[src/rtl/demux_pkg.sv]
// Shared constants and helpers for the demux_router block.
package demux_pkg;

  localparam int DEFAULT_DATA_W = 8;
  localparam int DEFAULT_NUM_CH = 4;
  localparam int DEFAULT_SEL_W  = 2;
  localparam int DEFAULT_CNT_W  = 8;

  typedef enum logic {
    SLOT_EMPTY = 1'b0,
    SLOT_FULL  = 1'b1
  } slot_state_e;

  function automatic int clog2(input int n);
    int r;
    r = 0;
    while ((1 << r) < n) begin
      r = r + 1;
    end
    return r;
  endfunction

endpackage

[src/rtl/demux_router_if.sv]
// Shared-bus input and per-channel output bundle of demux_router.
interface demux_router_if
  import demux_pkg::*;
#(
  parameter int DATA_W = DEFAULT_DATA_W,
  parameter int NUM_CH = DEFAULT_NUM_CH,
  parameter int SEL_W  = DEFAULT_SEL_W,
  parameter int CNT_W  = DEFAULT_CNT_W
) ();

  logic [DATA_W-1:0]        in_data;
  logic [SEL_W-1:0]         in_sel;
  logic                     in_valid;
  logic                     in_ready;
  logic [NUM_CH*DATA_W-1:0] out_data;
  logic [NUM_CH-1:0]        out_valid;
  logic [NUM_CH-1:0]        out_ready;
  logic [NUM_CH*CNT_W-1:0]  out_cnt;
  logic                     err;

  modport slave (
    input  in_data, in_sel, in_valid, out_ready,
    output in_ready, out_data, out_valid, out_cnt, err
  );

  modport master (
    output in_data, in_sel, in_valid, out_ready,
    input  in_ready, out_data, out_valid, out_cnt, err
  );

endinterface

[src/rtl/demux_router_slot.sv]
// One-entry holding slot with a delivered-word counter; the top only loads
// a slot that is empty or being drained in the same cycle.
module demux_slot
  import demux_pkg::*;
#(
  parameter int DATA_W = DEFAULT_DATA_W,
  parameter int CNT_W  = DEFAULT_CNT_W
) (
  input  logic              clk,
  input  logic              rst,
  input  logic              load,
  input  logic [DATA_W-1:0] d,
  input  logic              ready,
  output logic [DATA_W-1:0] q,
  output logic              valid,
  output logic [CNT_W-1:0]  cnt
);

  slot_state_e       state_q;
  logic [DATA_W-1:0] data_q;
  logic [CNT_W-1:0]  cnt_q;

  always_ff @(posedge clk) begin
    if (rst) begin
      state_q <= SLOT_EMPTY;
      data_q  <= '0;
      cnt_q   <= '0;
    end else begin
      case (state_q)
        SLOT_EMPTY: begin
          if (load) begin
            state_q <= SLOT_FULL;
            data_q  <= d;
          end
        end
        SLOT_FULL: begin
          // A drain counts even when a new word replaces it in the same cycle.
          if (load) begin
            data_q <= d;
          end else if (ready) begin
            state_q <= SLOT_EMPTY;
          end
          if (ready) begin
            cnt_q <= cnt_q + CNT_W'(1);
          end
        end
        default: state_q <= SLOT_EMPTY;
      endcase
    end
  end

  assign q     = data_q;
  assign valid = (state_q == SLOT_FULL);
  assign cnt   = cnt_q;

endmodule

[src/rtl/demux_router.sv]
// Registered 1-to-NUM_CH demultiplexer with valid/ready flow control and
// per-channel holding slots; out-of-range selects are dropped and flagged.
module demux_router
  import demux_pkg::*;
#(
  parameter int DATA_W = DEFAULT_DATA_W,
  parameter int NUM_CH = DEFAULT_NUM_CH,
  parameter int SEL_W  = DEFAULT_SEL_W,
  parameter int CNT_W  = DEFAULT_CNT_W
) (
  input logic           clk,
  input logic           rst,
  demux_router_if.slave bus
);

  if (SEL_W < clog2(NUM_CH)) begin : g_sel_w_chk
    $error("demux_router: SEL_W too narrow for NUM_CH");
  end
  if ((NUM_CH < 2) || (NUM_CH > 16)) begin : g_num_ch_chk
    $error("demux_router: NUM_CH must be in 2..16");
  end

  localparam logic [SEL_W:0] NUM_CH_W = (SEL_W + 1)'(NUM_CH);

  logic                     in_range;
  logic                     sel_free;
  logic                     in_ready_s;
  logic                     accept;
  logic [NUM_CH-1:0]        load_vec;
  logic [NUM_CH-1:0]        valid_vec;
  logic [NUM_CH*DATA_W-1:0] data_vec;
  logic [NUM_CH*CNT_W-1:0]  cnt_vec;
  logic                     err_q;

  assign in_range   = ({1'b0, bus.in_sel} < NUM_CH_W);
  assign in_ready_s = rst ? 1'b0 : (in_range ? sel_free : 1'b1);
  assign accept     = bus.in_valid & in_ready_s;

  // Selected-slot availability and one-hot load decode.
  always_comb begin
    sel_free = 1'b0;
    load_vec = '0;
    for (int k = 0; k < NUM_CH; k++) begin
      if (bus.in_sel == SEL_W'(k)) begin
        sel_free    = ~valid_vec[k] | bus.out_ready[k];
        load_vec[k] = accept;
      end else begin
        load_vec[k] = 1'b0;
      end
    end
  end

  always_ff @(posedge clk) begin
    if (rst) begin
      err_q <= 1'b0;
    end else begin
      err_q <= accept & ~in_range;
    end
  end

  for (genvar g = 0; g < NUM_CH; g++) begin : g_slot
    demux_slot #(
      .DATA_W (DATA_W),
      .CNT_W  (CNT_W)
    ) u_slot (
      .clk   (clk),
      .rst   (rst),
      .load  (load_vec[g]),
      .d     (bus.in_data),
      .ready (bus.out_ready[g]),
      .q     (data_vec[g*DATA_W +: DATA_W]),
      .valid (valid_vec[g]),
      .cnt   (cnt_vec[g*CNT_W +: CNT_W])
    );
  end

  assign bus.in_ready  = in_ready_s;
  assign bus.out_valid = valid_vec;
  assign bus.out_data  = data_vec;
  assign bus.out_cnt   = cnt_vec;
  assign bus.err       = err_q;

endmodule
[src/flat_wrapper.sv]
// flat-port wrapper written by rule: the top's interface ports become plain ports
module demux_router_flat import demux_pkg::*;
#(
  parameter int DATA_W = DEFAULT_DATA_W,
  parameter int NUM_CH = DEFAULT_NUM_CH,
  parameter int SEL_W  = DEFAULT_SEL_W,
  parameter int CNT_W  = DEFAULT_CNT_W
)
  (clk, rst, bus_in_data, bus_in_sel, bus_in_valid, bus_out_ready, bus_in_ready, bus_out_data, bus_out_valid, bus_out_cnt, bus_err);
  demux_router_if #(.DATA_W(DATA_W), .NUM_CH(NUM_CH), .SEL_W(SEL_W), .CNT_W(CNT_W)) bus_i ();
  input logic clk;
  input logic rst;
  input wire logic [$bits(bus_i.in_data)-1:0] bus_in_data;
  input wire logic [$bits(bus_i.in_sel)-1:0] bus_in_sel;
  input wire logic [$bits(bus_i.in_valid)-1:0] bus_in_valid;
  input wire logic [$bits(bus_i.out_ready)-1:0] bus_out_ready;
  output wire logic [$bits(bus_i.in_ready)-1:0] bus_in_ready;
  output wire logic [$bits(bus_i.out_data)-1:0] bus_out_data;
  output wire logic [$bits(bus_i.out_valid)-1:0] bus_out_valid;
  output wire logic [$bits(bus_i.out_cnt)-1:0] bus_out_cnt;
  output wire logic [$bits(bus_i.err)-1:0] bus_err;
  assign bus_i.in_data = bus_in_data;
  assign bus_i.in_sel = bus_in_sel;
  assign bus_i.in_valid = bus_in_valid;
  assign bus_i.out_ready = bus_out_ready;
  assign bus_in_ready = bus_i.in_ready;
  assign bus_out_data = bus_i.out_data;
  assign bus_out_valid = bus_i.out_valid;
  assign bus_out_cnt = bus_i.out_cnt;
  assign bus_err = bus_i.err;
  demux_router #(.DATA_W(DATA_W), .NUM_CH(NUM_CH), .SEL_W(SEL_W), .CNT_W(CNT_W)) u_core (.clk(clk), .rst(rst), .bus(bus_i));
endmodule
[config.mk]
export PLATFORM = sky130hd
export DESIGN_NAME = demux_router_flat
export DESIGN_NICKNAME = d
export VERILOG_FILES = /design/src/rtl/demux_pkg.sv /design/src/rtl/demux_router_if.sv /design/src/rtl/demux_router_slot.sv /design/src/rtl/demux_router.sv /design/src/flat_wrapper.sv
export SDC_FILE = /design/constraint.sdc
export NUM_CORES = 1
export LEC_CHECK = 0
export ABC_AREA = 1
export ABC_CLOCK_PERIOD_IN_PS = 1500
export BUFFER_PORTS_ARGS = -buffer_cell sky130_fd_sc_hd__buf_2
export CAP_MARGIN = 25
export CORE_AREA = 4 4 97 99
export DETAILED_ROUTE_END_ITERATION = 16
export DIE_AREA = 0 0 101 103
export SKIP_CTS_REPAIR_TIMING = 1
export SYNTH_ARGS = -nofsm -noshare
export SYNTH_HDL_FRONTEND = slang
export SYNTH_SLANG_ARGS = --single-unit
[constraint.sdc]
create_clock -name clk -period 1.5 [get_ports clk]
set_input_delay 0.375 -clock clk [delete_from_list [all_inputs] [get_ports clk]]
set_output_delay 0.375 -clock clk [all_outputs]
set_load 0.1 [all_outputs]
* Word level (Yosys, flattened, before mapping)
Cells that the tools add are included.
** Word-level totals
- Register bits :: 68
- Output and inout bits :: 70
- Input port bits :: 17
** Cells by class
- $add $sub $neg :: 4
- Bitwise gates (word level) :: 9
- Multiplexer cells :: 29
- Equality and inequality tests :: 3
- Reduce and logical (&&, ||, !) cells :: 5
** Operators with widths (count)
- adder 8 x 1 -> 8 bit (second input constant) :: 4
- two-way mux 8 bit :: 4
- two-way mux 1 bit :: 21
- one-hot mux 1 bit (2 select lines) :: 4
- AND reduction 2 bit :: 4
- == test 2 bit (second input constant) :: 2
- inverter 1 bit :: 4
- OR 1 bit :: 4
- == test 2 x 1 -> 1 bit (second input constant) :: 1
- logical NOT 2 bit :: 1
- AND 1 bit :: 1

* Logic depth before layout (Yosys ltp)
- Word-level depth :: 11
- Depth in mapped cells :: 9

* Hierarchy
From an unflattened synthesis, not the netlist that was laid out.
** Unflattened totals
- Cells, all modules :: 376
- Area total of the unflattened synthesis :: 2802.7 µm²
** Modules (own cells, without submodules)
- demux_slot :: area each 664.4 µm², cells an instance 86, instances 4
- demux_router :: area each 145.1 µm², cells an instance 32, instances 1

* Least setup slack after synthesis
Ideal clock, no wire load.
- Kind :: reg-to-reg
- Start point :: register u_core.g_slot[0].u_slot.cnt_q[1]
- End point :: register u_core.g_slot[0].u_slot.cnt_q[6]
- Arrival time :: 1.877 ns
- Required time :: 1.372 ns
- Setup time :: 0.128 ns
- Clock period less this slack :: 2.004 ns
- Path slack :: -0.504 ns
- Stages on the path, launching flop included :: 7
- Cells stage by stage :: dfxtp_1 > ha_1 > nand3_1 > nor3b_1 > nand3_1 > nand2_1 > nor2_1
** On the way
- Word-level cells in the longest chain between the ends :: 1
** Ends and longest elaborated chain
- start, declared :: RTL line demux_router_slot.sv:21 : logic [CNT_W-1:0] cnt_q;
- start signal, assigned :: RTL line demux_router_slot.sv:44 : cnt_q <= cnt_q + CNT_W'(1);
- adder 8 x 1 -> 8 bit :: RTL line demux_router_slot.sv:44
Every way passes these cells.
A chain may end at the register's enable or synchronous reset.

* Final worst setup path
- Start point :: register u_core.g_slot[1].u_slot.state_q
- End point :: output bus_in_ready
** On the way
- Word-level cells in the longest chain between the ends :: 6
** Ends and longest elaborated chain
- start, declared :: RTL line demux_router_slot.sv:19 : slot_state_e state_q;
- start signal, assigned :: RTL line demux_router_slot.sv:25 : state_q <= SLOT_EMPTY;
- start signal, assigned :: RTL line demux_router_slot.sv:32 : state_q <= SLOT_FULL;
- start signal, assigned :: RTL line demux_router_slot.sv:41 : state_q <= SLOT_EMPTY;
- inverter 1 bit :: RTL line demux_router.sv:45 : sel_free = ~valid_vec[k] | bus.out_ready[k];
- OR 1 bit :: RTL line demux_router.sv:45
- two-way mux 1 bit (3 in a row) :: RTL line demux_router.sv:44 : if (bus.in_sel == SEL_W'(k)) begin
- two-way mux 1 bit :: RTL line demux_router.sv:36 : assign in_ready_s = rst ? 1'b0 : (in_range ? sel_free : 1'b1);
- end, declared :: RTL line flat_wrapper.sv:17 : output wire logic [$bits(bus_i.in_ready)-1:0] bus_in_ready;
Every way passes these cells.

==> flow_summary_export.csv <==
group,metric,value,unit
timing,finalCritPeriodShare,110.3,%
clock_network,clk_pin_slew,70,ps
synthesis,yosysWarnings,0,
floorplan,initial_core_util,38.89,%
cells_and_area,fin_util,51.65,%
detailed_routing,wire_per_inst,11.33,µm
timing,period_needed,1655,ps
timing,clock.fmax,0.6044,GHz
timing,slew_viol_final,0,
placed_design,post_dp_cell_area,4078,µm²
cells_and_area,fin_area,4417,µm²
synthesis,synth_nets,505,
timing,worst_clock_skew,10.25,ps
timing,setup-violations-final,1,
grt,grt_pass1_vias,2883,
detailed_routing,ant_nets,0,
synthesis,synthesis.instances,484,
critical_path,end_kind,"primary output",
cells_and_area,area_delta_synth_final,32.81,%
timing,fin_ws,-154.7,ps
synthesis,synth_area_per_cell,6.871,µm²
synthesis,ys_ff_latch,68,
floorplan,coreArea,8551,µm²
critical_path,worstSetupStartpointType,"flop",
floorplan,pin_count,87,
synthesis,synth.cell_area,3326,µm²
critical_path,required,1120,ps
worst_hold_path,min_path_type,"in -> reg",
cells_and_area,final_cell_mix,"nand2_1, inv_1, nor2_1",
detailed_routing,firstDrtPassIters,5,
grt,grt_usage,15.78,%
power_and_ir_drop,p_total,3.903,mW
power_and_ir_drop,p_leak,2.084,nW
cells_and_area,final_common_cell,"nand2_1",
timing,rsz0062_at_grt,"yes",
outcome,violations,"setup timing",
cells_and_area,nets,605,
critical_path,cp_max_fo,3,
floorplan,dieArea,10400,µm²
placed_design,globalplace.congestion,0.7864,
power_and_ir_drop,powerDensity,883.6,nW/µm²
clock_network,cts_htree_levels,3,
clock_network,clock_sinks,68,
timing,hold_violations,0,
synthesis,synth.distinct_cells,27,
power_and_ir_drop,ir_drop,0.0005277,V
placed_design,dpl.hpwl,6033,µm
clock_network,clock_path_buffers,2,
grt,antenna_found_initial,0,
detailed_routing,wirelength,7896,µm
grt,grt_max_degree,31,
floorplan,die_w,101,µm
detailed_routing,via_count,3126,
grt,grt_pass1_wl,13020,µm
cells_and_area,layout-drive-gt1-share,29.37,%
detailed_routing,vias_per_cell,4.485,
critical_path,path_class,"reg -> out",
placed_design,io_buffers,85,
clock_network,tritoncts,"built",
outcome,status,"finished with violations",
synthesis,seq_area_frac_synth,40.93,%
detailed_routing,drc,0,
run,maxCapViolCount,0,
clock_network,insertion_delay,340,ps
critical_path,arrival,1280,ps
floorplan,std_cell_rows,34,
detailed_routing,initialDrtViolationCount,92,
grt,grt_overflow,0,
floorplan,fp.dieH,103,µm
clock_network,cts_made_buffers,9,
clock_network,cts-root-buf,"clkbuf_8",
cells_and_area,diodes,0,
cells_and_area,num-fill-cells,851,
## cell usage after synthesis
| master | count | area share (%) |
|---|---|---|
| nand2_1 | 110 | 12 |
| nand2_2 | 2 | 0.38 |
| nand2_4 | 2 | 0.68 |
| dfxtp_1 | 68 | 41 |
| inv_2 | 5 | 0.56 |
| nand4_4 | 4 | 2.6 |
| inv_1 | 93 | 10 |
| clkbuf_1 | 2 | 0.23 |
| o21ai_0 | 10 | 1.5 |
| nand4_1 | 25 | 4.7 |
| bufinv_8 | 1 | 0.53 |
| nor2_1 | 80 | 9.0 |
| conb_1 | 1 | 0.11 |
| a21oi_1 | 26 | 3.9 |
| nor3_1 | 11 | 1.7 |
| buf_2 | 9 | 1.4 |
| nor2_8 | 1 | 0.60 |
| o21ai_1 | 3 | 0.45 |
| nor3b_1 | 2 | 0.45 |
| buf_4 | 5 | 1.1 |
| a31o_2 | 1 | 0.26 |
| ha_1 | 4 | 1.5 |
| nand3_1 | 8 | 1.2 |
| nand3_2 | 1 | 0.30 |
| nor2_4 | 4 | 1.4 |
| nand3b_1 | 3 | 0.68 |
| buf_6 | 3 | 1.0 |
## power breakdown
group | switching, mW | internal [mW] | leakage (nW)
Sequential | 0.0205 | 1.83 | 0.566
Combinational | 0.470 | 0.162 | 1.43
Clock | 0.651 | 0.770 | 0.0887
## final timing paths
check                                                            startpoint  slack [ps]  depth (start not counted)                                          end
worst max-delay path               u_core.g_slot[1].u_slot.valid$_SDFF_PP0_        -150                          6                                 bus_in_ready
worst min-delay path                                       bus_out_ready[0]         320                          4     u_core.g_slot[0].u_slot.valid$_SDFF_PP0_
worst max register to register     u_core.g_slot[1].u_slot.valid$_SDFF_PP0_         130                         10    u_core.g_slot[0].u_slot.q[3]$_SDFFE_PP0P_
worst min register to register  u_core.g_slot[1].u_slot.cnt[2]$_SDFFE_PP0P_         460                          2  u_core.g_slot[1].u_slot.cnt[2]$_SDFFE_PP0P_
## layer usage
layer | vias to the layer above | GRT usage [%] | wire (µm)
li1 | 1677 | - | -
met2 | 72 | 24.96 | 3555
met3 | 6 | 4.398 | 539
met1 | 1371 | 20.01 | 3714
met4 | 0 | 7.362 | 88
met5 | - | 0 | 0
## state kept, by name, indices dropped and copies added (netlist names)
signal	flops
u_core.g_slot.u_slot.cnt	32
u_core.g_slot.u_slot.q	32
u_core.g_slot.u_slot.valid	4
## logic make-up (layout without fill, tap and decap cells)
kind of cell / count (synthesis) / in the layout / synth area share [%]
fa+ha+maj: 4 / 4 / 1.505
simple gates: 253 / 253 / 36.00
other cells: 1 / 1 / 0.1128
flops: 68 / 68 / 40.93
buf+inv: 118 / 223 / 15.31
compound gates: 40 / 40 / 6.132
## metrics by stage
step / instances / TNS, ps / hold slack, ps / setup slack (ps)
6_report: 697 / -154.7 / 318.8 / -154.7
5_1_grt: 697 / -257.8 / 319.1 / -224.5
4_1_cts: 696 / -942.7 / 322.7 / -225.2
3_5_place_dp: 680 / -652.4 / 454.6 / -53.37
3_3_place_gp: 680 / -58.61 / 445.2 / -19.41
2_1_floorplan: 484 / -130.5 / 492.8 / -130.5
## critical path, cell delays in order, from the launching register on
cell,delay [ps]
dfxtp_2,330
inv_1,60
nor2_2,40
nand2_2,70
nand3_2,90
nor2_4,160
buf_12,190
## layout make-up
cell class              count  area [µm²]  share of cell area, %
multi-input cells         298        1468                  33.23
flip-flops and latches     68        1411                  31.95
repair buffers            108       839.6                  19.01
inverters                  99       385.4                  8.725
clock buffers              14       142.6                  3.229
well taps                 108       135.1                  3.059
clock inverters             2       35.03                 0.7932
Note: power is estimated with default switching activity, not from simulation.
